==> src/rtl/entity_priority_resolver.sv <==
// rtl/entity_priority_resolver.sv - per-pixel entity slot hit detection with lowest-slot priority
// Optional collision flag: define ENTITY_COLLISION_DETECT_EN.
module entity_priority_resolver #(
    parameter int          NUM_SLOTS = 9,
    parameter logic [15:0] FLIP_MASK = 16'h0180,
    parameter int          UPSCALE   = 5,
    parameter int          TILE_SIZE = 8
) (
    input  logic        i_clk,
    input  logic        i_reset,
    input  logic        i_wr_valid,
    output logic        o_wr_ready,
    input  logic [3:0]  i_wr_slot,
    input  logic [13:0] i_wr_data,
    input  logic        i_frame_start,
    input  logic [9:0]  i_counter_H,
    input  logic [9:0]  i_counter_V,
    output logic [8:0]  o_out_entity,
    output logic [3:0]  o_out_slot,
    output logic        o_collision
);

    localparam int          TILE_LEN = TILE_SIZE * UPSCALE;
    localparam logic [13:0] UNUSED   = 14'h3C00;

    logic [13:0] r_shadow [NUM_SLOTS];
    logic [13:0] r_active [NUM_SLOTS];

    logic                 w_wr_accept;
    logic [10:0]          w_h;
    logic [10:0]          w_v;
    logic [NUM_SLOTS-1:0] w_hit;
    logic [2:0]           w_line [NUM_SLOTS];

    logic [NUM_SLOTS-1:0] r_hit;
    logic [2:0]           r_line [NUM_SLOTS];
    logic [5:0]           r_attr [NUM_SLOTS];

    logic [8:0]           w_sel_entity;
    logic [3:0]           w_sel_slot;
    logic [8:0]           r_out_entity;
    logic [3:0]           r_out_slot;

    assign o_wr_ready  = ~(i_frame_start | i_reset);
    assign w_wr_accept = i_wr_valid & o_wr_ready;
    assign w_h         = {1'b0, i_counter_H};
    assign w_v         = {1'b0, i_counter_V};

    // Slots beyond NUM_SLOTS match no entry, so such writes are silently dropped.
    always_ff @(posedge i_clk) begin
        if (i_reset) begin
            for (int n = 0; n < NUM_SLOTS; n++) begin
                r_shadow[n] <= UNUSED;
                r_active[n] <= UNUSED;
            end
        end else begin
            for (int n = 0; n < NUM_SLOTS; n++) begin
                if (w_wr_accept && i_wr_slot == 4'(n))
                    r_shadow[n] <= i_wr_data;
                if (i_frame_start)
                    r_active[n] <= r_shadow[n];
            end
        end
    end

    for (genvar n = 0; n < NUM_SLOTS; n++) begin : g_slot
        logic [10:0] w_x0;
        logic [10:0] w_y0;
        logic [10:0] w_dv;
        logic [10:0] w_row;

        assign w_x0  = 11'(r_active[n][3:0]) * 11'(TILE_LEN);
        assign w_y0  = 11'(r_active[n][7:4]) * 11'(TILE_LEN);
        assign w_dv  = w_v - w_y0;
        assign w_row = w_dv / 11'(UPSCALE);

        assign w_hit[n] = (r_active[n][13:10] != 4'hF) &&
                          (w_h >= w_x0) && (w_h < w_x0 + 11'(TILE_LEN)) &&
                          (w_v >= w_y0) && (w_v < w_y0 + 11'(TILE_LEN));
        assign w_line[n] = FLIP_MASK[n] ? (3'd7 - w_row[2:0]) : w_row[2:0];
    end

    always_ff @(posedge i_clk) begin
        if (i_reset) begin
            r_hit <= '0;
            for (int n = 0; n < NUM_SLOTS; n++) begin
                r_line[n] <= 3'd0;
                r_attr[n] <= 6'd0;
            end
        end else begin
            r_hit <= w_hit;
            for (int n = 0; n < NUM_SLOTS; n++) begin
                r_line[n] <= w_line[n];
                r_attr[n] <= r_active[n][13:8];
            end
        end
    end

    // Scan from the top so the lowest hitting slot is the last one to assign.
    always_comb begin
        w_sel_entity = 9'h1FF;
        w_sel_slot   = 4'hF;
        for (int n = NUM_SLOTS - 1; n >= 0; n--) begin
            if (r_hit[n]) begin
                w_sel_entity = {r_line[n], r_attr[n]};
                w_sel_slot   = 4'(n);
            end
        end
    end

    always_ff @(posedge i_clk) begin
        if (i_reset) begin
            r_out_entity <= 9'h1FF;
            r_out_slot   <= 4'hF;
        end else begin
            r_out_entity <= w_sel_entity;
            r_out_slot   <= w_sel_slot;
        end
    end

    assign o_out_entity = r_out_entity;
    assign o_out_slot   = r_out_slot;

`ifdef ENTITY_COLLISION_DETECT_EN
    logic w_multi_hit;
    logic r_collision;

    // Clearing one set bit leaves a nonzero vector only if two or more were set.
    assign w_multi_hit = |(r_hit & (r_hit - {{(NUM_SLOTS-1){1'b0}}, 1'b1}));

    always_ff @(posedge i_clk) begin
        if (i_reset)
            r_collision <= 1'b0;
        else if (w_multi_hit)
            r_collision <= 1'b1;
        else if (i_frame_start)
            r_collision <= 1'b0;
    end

    assign o_collision = r_collision;
`else
    assign o_collision = 1'b0;
`endif

endmodule
==> config.mk <==
export PLATFORM = sky130hd
export DESIGN_NAME = entity_priority_resolver
export DESIGN_NICKNAME = d
export VERILOG_FILES = /design/src/rtl/entity_priority_resolver.sv
export SDC_FILE = /design/constraint.sdc
export NUM_CORES = 1
export LEC_CHECK = 0
export CAP_MARGIN = 25
export CELL_PAD_IN_SITES_DETAIL_PLACEMENT = 0
export CELL_PAD_IN_SITES_GLOBAL_PLACEMENT = 2
export CORE_MARGIN = 2
export CORE_UTILIZATION = 44
export DETAILED_ROUTE_END_ITERATION = 10
export PLACE_DENSITY = 0.88
export SYNTH_ARGS = -nofsm -noshare
export SYNTH_HDL_FRONTEND = slang
export SYNTH_SLANG_ARGS = --single-unit
==> constraint.sdc <==
create_clock -name i_clk -period 15.75 [get_ports i_clk]
set_input_delay 2.3625 -clock i_clk [delete_from_list [all_inputs] [get_ports i_clk]]
set_output_delay 2.3625 -clock i_clk [all_outputs]
set_load 0.02 [all_outputs]
# Yosys cells after proc, flatten, opt, wreduce, memory -nomap -nowiden
# Memory sizes are Yosys's and may differ from the RTL's.
# Index checks and enable logic that the tools add are counted.
# op_classes
magnitude_cmp	36
addsub	29
muxes	87
multipliers	18
div_mod_pow	9
eq_ne	17
bitwise	39
reduce_logical	46
# op_table
op	count
2-to-1 mux 14 bit	18
adder 10 x 6 -> 11 bit, second input constant	18
< comparator 10 x 11 -> 1 bit	18
greater-or-equal comparator 10 bit	18
multiplier 4 x 3 -> 7 bit, second input constant	18
divider 11 x 3 -> 11 bit, second input constant	9
subtractor 10 x 10 -> 11 bit	9
2-to-1 mux 9 bit	9
2-to-1 mux 6 bit	9
logical AND 1 bit	45
OR 1 bit	37
!= test 4 bit, second input constant	9
2-to-1 mux 1 bit	33
2-to-1 mux 4 bit	8
2-to-1 mux 3 bit	10
equality test 4 x 3 -> 1 bit, second input constant	4
equality test 4 x 2 -> 1 bit, second input constant	2
subtractor 3 bit, first input constant	2
equality test 4 x 1 -> 1 bit, second input constant	1
equality test 4 bit, second input constant	1
zero test 4 bit	1
AND 1 bit	1
NOT 1 bit	1
# totals
output_inout_bits	15
n_memories	4
ff_bits	22
ramBits	333
in_bits	42
# memory_table
name	words	word_bits	rd	rd_clocked_by_memory_dff	write_ports	line_no	rtl
r_active	9	14	9	0	9	27	logic [13:0] r_active [NUM_SLOTS];
r_shadow	9	14	9	0	9	26	logic [13:0] r_shadow [NUM_SLOTS];
r_attr	9	6	9	0	9	37	logic [5:0] r_attr [NUM_SLOTS];
r_line	9	3	9	0	9	36	logic [2:0] r_line [NUM_SLOTS];

# Depth between registers and ports, before layout
# Gate-level depths: netlist (run 1).
# An unclocked memory read counts as a cell.
# depth
depth_word	10
ltp_mapped	24
ltp_nobuf	19

# Worst setup path after synthesis (run 1)
# OpenSTA, ideal clock, no wires.
# synth_path
path_kind	input -> register
from	input port i_counter_V[3]
to	memory r_line[8][0], in the netlist r_line[0][24]
required_ns	15.631
cell_stages	20
setup_ns	0.119
slack_ns	8.844
arrival_time_ns	6.787
path_buffers	2
path_cell_list	inv_1 > ha_1 > inv_1 > fa_1 > a211o_1 > a21o_1 > maj3_1 > xor2_1 > clkbuf_1 > nor2_1 > o211ai_1 > o31a_1 > nor2_1 > a2111o_1 > a32o_1 > and2_0 > buf_2 > mux2i_1 > o31a_1 > o221a_2
# synth_lines
element	line_no	rtl
start: declaration	17	input logic [9:0] i_counter_V,
end: declaration	36	

==> metrics.json, run 1 <==
{
  "grt_setup_unrepaired": "no",
  "power.static_leakage_nw": 13.5,
  "antenna_cells_inserted": 0,
  "final.min_clock_period_ns": 7.58,
  "most-common-layout-cells": "333 x ha_1, 252 x edfxtp_1, 214 x nand2_1, 210 x a21oi_1, 208 x o21ai_0",
  "critical_path_type": "input port to register",
  "fp.dieW_um": 269,
  "timing_max_transition_violations_final": 0,
  "final_cells": 4389,
  "grt_max_degree": 97,
  "sequential_cell_area_mm2": 0.00963,
  "wire_per_inst_um": 19.6,
  "route.vias.total": 26453,
  "synth_warnings": 0,
  "io_pins": 57,
  "layout_commonest_cell": "ha_1",
  "timing.reg2reg.setup_slack_ns": 9.35,
  "yosys_most_used_dff": "edfxtp_1",
  "timing.critical_path.arrival_ns": 8.08,
  "timing.critical_path.slowest_cell_delay_ns": 0.74,
  "post_synth_instance_area_mm2": 0.0309,
  "setup-tns-final_ns": 0,
  "synth.yosys.seq_area_share": 0.312,
  "drtAntennaViolNets": 0,
  "layout_worst_path_cycle_share": 0.482,
  "worst_slew_pin_slew_ns": 1.11,
  "ys_types": 103,
  "r2r-start": "r_active[2][7]",
  "synth_fp_nets": 3858,
  "placed_cells_incl_taps": 4311,
  "cpMaxStageDelayCell": "o211ai_1",
  "run_status": "finished, final reports clean",
  "totalWireLength_um": 86200,
  "yosysTopAreaCellShare": 0.245,
  "synth_top_cell_by_area": "edfxtp_1",
  "port_buffer_cells": 55,
  "crit_path_max_fanout": 18,
  "tritoncts": "yes",
  "grt_overflow_total": 0,
  "crit_path_cell_trace": "clkdlybuf4s50_1 -> inv_1 -> buf_4 -> ha_1 -> inv_1 -> fa_1 -> a21o_1 -> a21oi_1 -> xor2_1 -> o211ai_1 -> o31a_1 -> o211ai_1 -> nor2_1 -> a22o_1 -> a211o_1 -> a21oi_1 -> nor4_1 -> nor4_1 -> o21ai_0 -> o31ai_1",
  "clock_skews_ns": 0.0221,
  "layout-drive-gt1-share": 0.0525,
  "synth-async-reset-ratio": 0,
  "dr.first_iter.drc_count": 2262,
  "netlist_instances": 3456,
  "number_of_vias_per_cell": 6.03,
  "num-fill-cells": 6593,
  "gp_routability_congestion": 0.874,
  "synthToLayoutAreaGrowth_pct": 8.65,
  "start_util": 0.443,
  "post_placement_cell_area_mm2": 0.0323,
  "synth_enable_flop_cells": 252,
  "detail_route.drc_violations": 0,
  "cts_hold_buf": 0,
  "cts_num_sinks": 355,
  "cts_buffers": 39,
  "worstSetupStartpointType": "input port",
  "ctsHtreeMaxLevel": 2,
  "clock_insertion_delay_worst_skew_ns": 0.58,
  "post-route-cell-area_mm2": 0.0336,
  "grt_pass1_vias": 24941,
  "die-area_mm2": 0.0724,
  "worstSetupEndpointType": "register",
  "worst_ir_drop_vdd_uv": 84.0,
  "grt_use_total": 0.235,
  "post_cts_buffers": 0,
  "finalSetupViolCount": 0,
  "worstPathRequired_ns": 16.24,
  "min_path_type": "register to register",
  "totalPowerFinal_mw": 4.27,
  "synthesis.area_per_instance_um2": 8.94,
  "grt_pass1_wl_um": 136000,
  "worst_setup_hold_path_clk_slew_ns": 0.06,
  "r2r.worst_path.cells": 18,
  "timing.hold.worst_endpoint": "r_attr[0][19]",
  "hold_path_depth": 1,
  "total_of_flip_flops_plus_latches_after_synthesis": 355,
  "cts_root_buf": "clkbuf_16",
  "maxClockFrequency_mhz": 132,
  "worst_hold_startpoint": "r_active[1][23]",
  "floorplan.rows": 97,
  "timing.max_slew.rel_slack": 0.252,
  "place_hpwl_um": 62100,
  "max-clock-path-buffers": 3,
  "core_area_mm2": 0.0698,
  "multi_input_area_mm2": 0.0199,
  "cellPowerDensity_mw_per_mm2": 127,
  "nNetsFinal": 3820,
  "drt_pre_antenna_iters": 7,
  "finish.utilization": 0.481,
  "r2r_end": "r_line[0][12]",
  "maxCapViolCount": 0,
  "fp.dieH_um": 269,
  "synth_area_leaders": "edfxtp_1 24%, ha_1 13%, dfxtp_1 6.7%",
  "final-hold-violation-count": 0,
  "antenna_found_initial": 2,
  "cts-resized-gates": 0
}
-- per-layer routing --
metal | share of wire | vias to the layer above | GRT usage
li1 | - | 12927 | -
met2 | 0.47 | 642 | 0.393
met4 | 0.024 | 2 | 0.0602
met1 | 0.47 | 12765 | 0.326
met3 | 0.041 | 117 | 0.0202
met5 | 0.00013 | - | 0
-- final cells by class --
class | count | share of cell area
Inverter | 184 | 0.0206
Sequential cell | 355 | 0.287
Timing Repair Buffer | 98 | 0.0276
Tap cell | 940 | 0.0350
Clock inverter | 11 | 0.00380
Multi-Input combinational cell | 2740 | 0.593
Clock buffer | 61 | 0.0336
-- cell usage after synthesis, drive strengths merged (11+ instances only) --
cell type,count
inv,180
mux2i,60
fa,27
nand2b,65
a2111oi,15
ha,333
nor2,183
xnor2,115
o22ai,47
mux2,12
nand2,214
nand4,56
o221ai,11
and2,34
o211a,15
nor4,55
o2111ai,13
nor2b,109
a21oi,212
a211oi,28
o31a,11
a22oi,14
and4,12
or2,23
o21a,53
o21ai,216
nor3,98
nand3,80
a21o,70
or3,56
a31oi,31
maj3,11
xor2,67
a221oi,12
dfxtp,103
a211o,22
and3,111
o211ai,59
o31ai,31
clkbuf,136
edfxtp,252
buf,41
-- cells by family after synthesis --
group | after synthesis | share of synthesized area
muxes | 72 | 0.0242
DFF | 355 | 0.312
other | 1 | 0.000121
xor gates and xnor gates | 182 | 0.0532
and+or+nand+nor | 1132 | 0.195
AOI/OAI and AO/OA | 982 | 0.215
adders and majority gates | 371 | 0.156
buffers and inverters | 361 | 0.0456
-- worst max-delay path, delay by kind of cell --
family	cells	cell delay, ns
xor+xnor	1	0.55
fa+ha+maj	2	0.69
compound gates	10	2.97
buf+inv	4	0.85
simple gates	3	0.64
-- worst max path at each step --
stage	startpoint	end	slack, ns	cells past startpoint
final	i_counter_V[3]	r_line[0][0]	8.17	20
after global routing	i_counter_V[3]	r_line[0][1]	7.68	20
after CTS	i_counter_V[3]	r_line[0][24]	7.85	18
after detailed placement	i_counter_V[3]	r_line[0][24]	7.25	18
after global placement	i_counter_V[3]	r_line[0][24]	7.33	18
after floorplan	i_counter_V[3]	r_line[0][24]	8.84	20
-- metrics by stage --
step | setup WS (ns) | hold WS (ns)
after floorplan | 8.84 | 0.429
after global placement | 7.33 | 0.430
after detailed placement | 7.25 | 0.436
after CTS | 7.85 | 0.448
after global routing | 7.68 | 0.464
final | 8.17 | 0.448
-- report_power, final --
group	switching [mW]	internal (mW)
combinational	1.39	0.856
clock	0.389	0.503
sequential	0.0445	1.09
-- state kept, by name, indices dropped and copies added, names as in the netlist --
name          cells
r_active        126
r_shadow        126
r_attr           54
r_line           27
o_out_entity      9
r_hit             9
o_out_slot        4
Power figures use the tool's default switching activity.
==> run 2: changes to the inputs <==
- CORE_UTILIZATION: 44 -> 37
- PLACE_DENSITY: 0.88 -> 0.79
- clock period: 15.75 -> 6.5 ns (I/O delays scaled with it)
==> metrics.json, run 2 (synthesis gave the netlist of run 1 again) <==
{
  "run_status": "finished, final reports clean",
  "net-switching-power": {"value": 4.48, "unit": "mW", "change": "+150%"},
  "drt_pre_antenna_iters": {"value": 5, "change": "-2"},
  "drtAntennaViolNets": {"value": 0, "change": "unchanged"},
  "largestRegisters": "r_active x126, r_shadow x126, r_attr x54",
  "worstSetupEndpointType": "register",
  "layout_setup_ws": {"value": 0.592, "unit": "ns", "change": "-7.57 ns"},
  "combinational_power_share": {"value": 0.529, "change": "+0.003"},
  "timing.max_slew.rel_slack": {"value": 0.315, "change": "+0.0630"},
  "cts_buffers": {"value": 40, "change": "+2.6%"},
  "cts_num_sinks": {"value": 355, "change": "unchanged"},
  "gp_routability_congestion": {"value": 0.851, "change": "-2.6%"},
  "totalPowerFinal": {"value": 10.5, "unit": "mW", "change": "+150%"},
  "grt_use_total": {"value": 0.205, "change": "-0.0296"},
  "hold-worst-slack": {"value": 0.451, "unit": "ns", "change": "+0.00337 ns"},
  "start_util": {"value": 0.375, "change": "-0.0677"},
  "final_cells": {"value": 4568, "change": "+4.1%"},
  "grt_overflow_total": {"value": 0, "change": "unchanged"},
  "fp.dieW": {"value": 293, "unit": "um", "change": "+8.9%"},
  "grt_pass1_wl": {"value": 141000, "unit": "um", "change": "+3.6%"},
  "final-hold-violation-count": {"value": 0, "change": "unchanged"},
  "power.share.sequential": {"value": 0.261, "change": "-0.004"},
  "min_path_type": "register to register",
  "crit_path_max_fanout": {"value": 7, "change": "-11"},
  "max-clock-path-buffers": {"value": 3, "change": "unchanged"},
  "maxClockFrequency_mhz": 169,
  "grt_max_degree": {"value": 91, "change": "-6.2%"},
  "post-route-cell-area": {"value": 0.0341, "unit": "mm2", "change": "+1.6%"},
  "worst_slew_pin_slew": {"value": 1.03, "unit": "ns", "change": "-0.0854 ns"},
  "synthToLayoutAreaGrowth_pct": 10.4,
  "wire_per_inst": {"value": 19.5, "unit": "um", "change": "-0.80%"},
  "critical_path_type": "register to register",
  "layout_commonest_cell": "ha_1",
  "share_clk_of_total_power": {"value": 0.210, "change": "about the same"},
  "finish.utilization": {"value": 0.414, "change": "-0.0669"},
  "tritoncts": "yes",
  "cts_root_buf": "clkbuf_16",
  "timing_max_transition_violations_final": {"value": 0, "change": "unchanged"},
  "core_area": {"value": 0.0824, "unit": "mm2", "change": "+18%"},
  "clock_skews": {"value": 0.0348, "unit": "ns", "change": "+0.0126 ns"},
  "number_of_vias_per_cell": {"value": 5.76, "change": "-4.5%"},
  "grt_pass1_vias": {"value": 25383, "change": "+1.8%"},
  "worst_ir_drop_vdd": {"value": 242, "unit": "uV", "change": "+190%"},
  "cellPowerDensity": {"value": 309, "unit": "mW/mm2", "change": "+140%"},
  "route.vias.total": {"value": 26301, "change": "-0.57%"},
  "timing.reg2reg.setup_slack": {"value": 0.59, "unit": "ns", "change": "-8.76 ns"},
  "antenna_found_initial": {"value": 5, "change": "+3"},
  "finalSetupViolCount": {"value": 0, "change": "unchanged"},
  "totalWireLength": {"value": 89000, "unit": "um", "change": "+3.2%"},
  "fp.dieH": {"value": 293, "unit": "um", "change": "+8.9%"},
  "layout_worst_path_cycle_share": 0.909,
  "detail_route.drc_violations": {"value": 0, "change": "unchanged"},
  "share_of_total_power_consumed_by_net_switching": {"value": 0.425, "change": "-0.00220"},
  "floorplan.rows": {"value": 105, "change": "+8.2%"},
  "io_pins": {"value": 57, "change": "unchanged"},
  "worstSetupStartpointType": "register",
  "setup-tns-final": {"value": 0, "unit": "ns", "change": "unchanged"},
  "post_placement_cell_area": {"value": 0.0328, "unit": "mm2", "change": "+1.8%"},
  "dp_worst_setup_slack": {"value": 0.335, "unit": "ns", "change": "-6.92 ns"},
  "clock_insertion_delay_worst_skew": {"value": 0.59, "unit": "ns", "change": "about the same"},
  "power.static_leakage": {"value": 13.7, "unit": "nW", "change": "+1.8%"},
  "placed_cells_incl_taps": {"value": 4492, "change": "+4.2%"},
  "timing.critical_path.arrival": {"value": 6.33, "unit": "ns", "change": "-1.75 ns"},
  "nNetsFinal": {"value": 3867, "change": "+1.2%"},
  "layout-drive-gt1-share": {"value": 0.0672, "change": "+0.0147"},
  "die-area": {"value": 0.0859, "unit": "mm2", "change": "+19%"},
  "maxCapViolCount": {"value": 0, "change": "unchanged"},
  "worst_setup_hold_path_clk_slew": {"value": 0.06, "unit": "ns", "change": "about the same"},
  "p_int": {"value": 6.06, "unit": "mW", "change": "+150%"},
  "ctsHtreeMaxLevel": {"value": 2, "change": "unchanged"},
  "final.min_clock_period_ns": 5.91,
  "place_hpwl": {"value": 63200, "unit": "um", "change": "+1.8%"},
  "grt_setup_unrepaired": "no",
  "worstPathRequired": {"value": 6.92, "unit": "ns", "change": "-9.32 ns"},
  "port_buffer_cells": {"value": 55, "change": "unchanged"},
  "dr.first_iter.drc_count": {"value": 1741, "change": "-23%"},
  "most-common-layout-cells": "333 x ha_1, 252 x edfxtp_1, 214 x nand2_1, 210 x a21oi_1, 208 x o21ai_0"
}
-- run 2: cell types whose count changed in the layout (fill, tap and decap cells not counted), sizes merged --
cell    delta
diode      +1
clkbuf    -10
buf       +47
clkinv    +10
inv        +1
-- run 2: worst max-delay path, cell delays in order (launching register included) --
cell       delay, ns
edfxtp_1        0.48
ha_1            0.33
ha_1            0.23
fa_1            0.52
inv_1           0.08
ha_1            0.41
nand2_1         0.10
inv_1           0.08
o21ai_0         0.19
a211oi_1        0.55
or3_1           0.26
nand3_1         0.10
a31oi_1         0.46
nor2_1          0.25
a32o_1          0.27
or4_1           0.51
o21a_1          0.22
mux2i_1         0.18
a2111oi_0       0.40
nor3_1          0.12
-- run 2: timing repair --
| item | 4_1_cts | 5_1_grt |
|---|---|---|
| resized for setup | 0 | 1 |
| endpoints found under the setup margin | 0 | 2 |
| hold buffers | 0 | 0 |
| setup buffers | 0 | 0 |
-- run 2: power groups by stage --
stage               Combinational [mW]  Clock, mW  Sequential (mW)
detailed placement                5.50          0             2.80
finish                            5.57       2.22             2.75
global placement                  5.56          0             2.80
CTS                               5.53       2.27             2.75
floorplan                         4.21          0             2.76
global route                      6.25       2.34             2.77
-- run 2: path summary, 6_finish.rpt --
| path | start | endpoint | cells past startpoint |
|---|---|---|---|
| setup reg to reg | r_active[1][7] | r_line[0][6] | 19 |
| setup / recovery | r_active[1][7] | r_line[0][6] | 19 |
| hold reg to reg | r_active[2][8] | r_attr[0][24] | 1 |
| hold / removal | r_active[2][8] | r_attr[0][24] | 1 |
-- run 2: layout make-up --
| cell class | instances | area (um2) |
|---|---|---|
| multi-input cells | 2740 | 19900 |
| well taps | 1070 | 1340 |
| clock inverters | 22 | 186 |
| repair buffers | 144 | 1270 |
| diodes | 1 | 2.50 |
| fillers | 8157 | 48200 |
| flip-flops and latches | 355 | 9630 |
| inverters | 184 | 694 |
| clock buffers | 52 | 1100 |
-- run 2: metal layers --
| metal | routed length [um] | vias up | GRT usage |
|---|---|---|---|
| met1 | 41700 | 12585 | 0.276 |
| met4 | 2480 | 0 | 0.0630 |
| met3 | 3750 | 115 | 0.0184 |
| li1 | - | 13005 | - |
| met5 | 0 | - | 0 |
| met2 | 41100 | 596 | 0.349 |
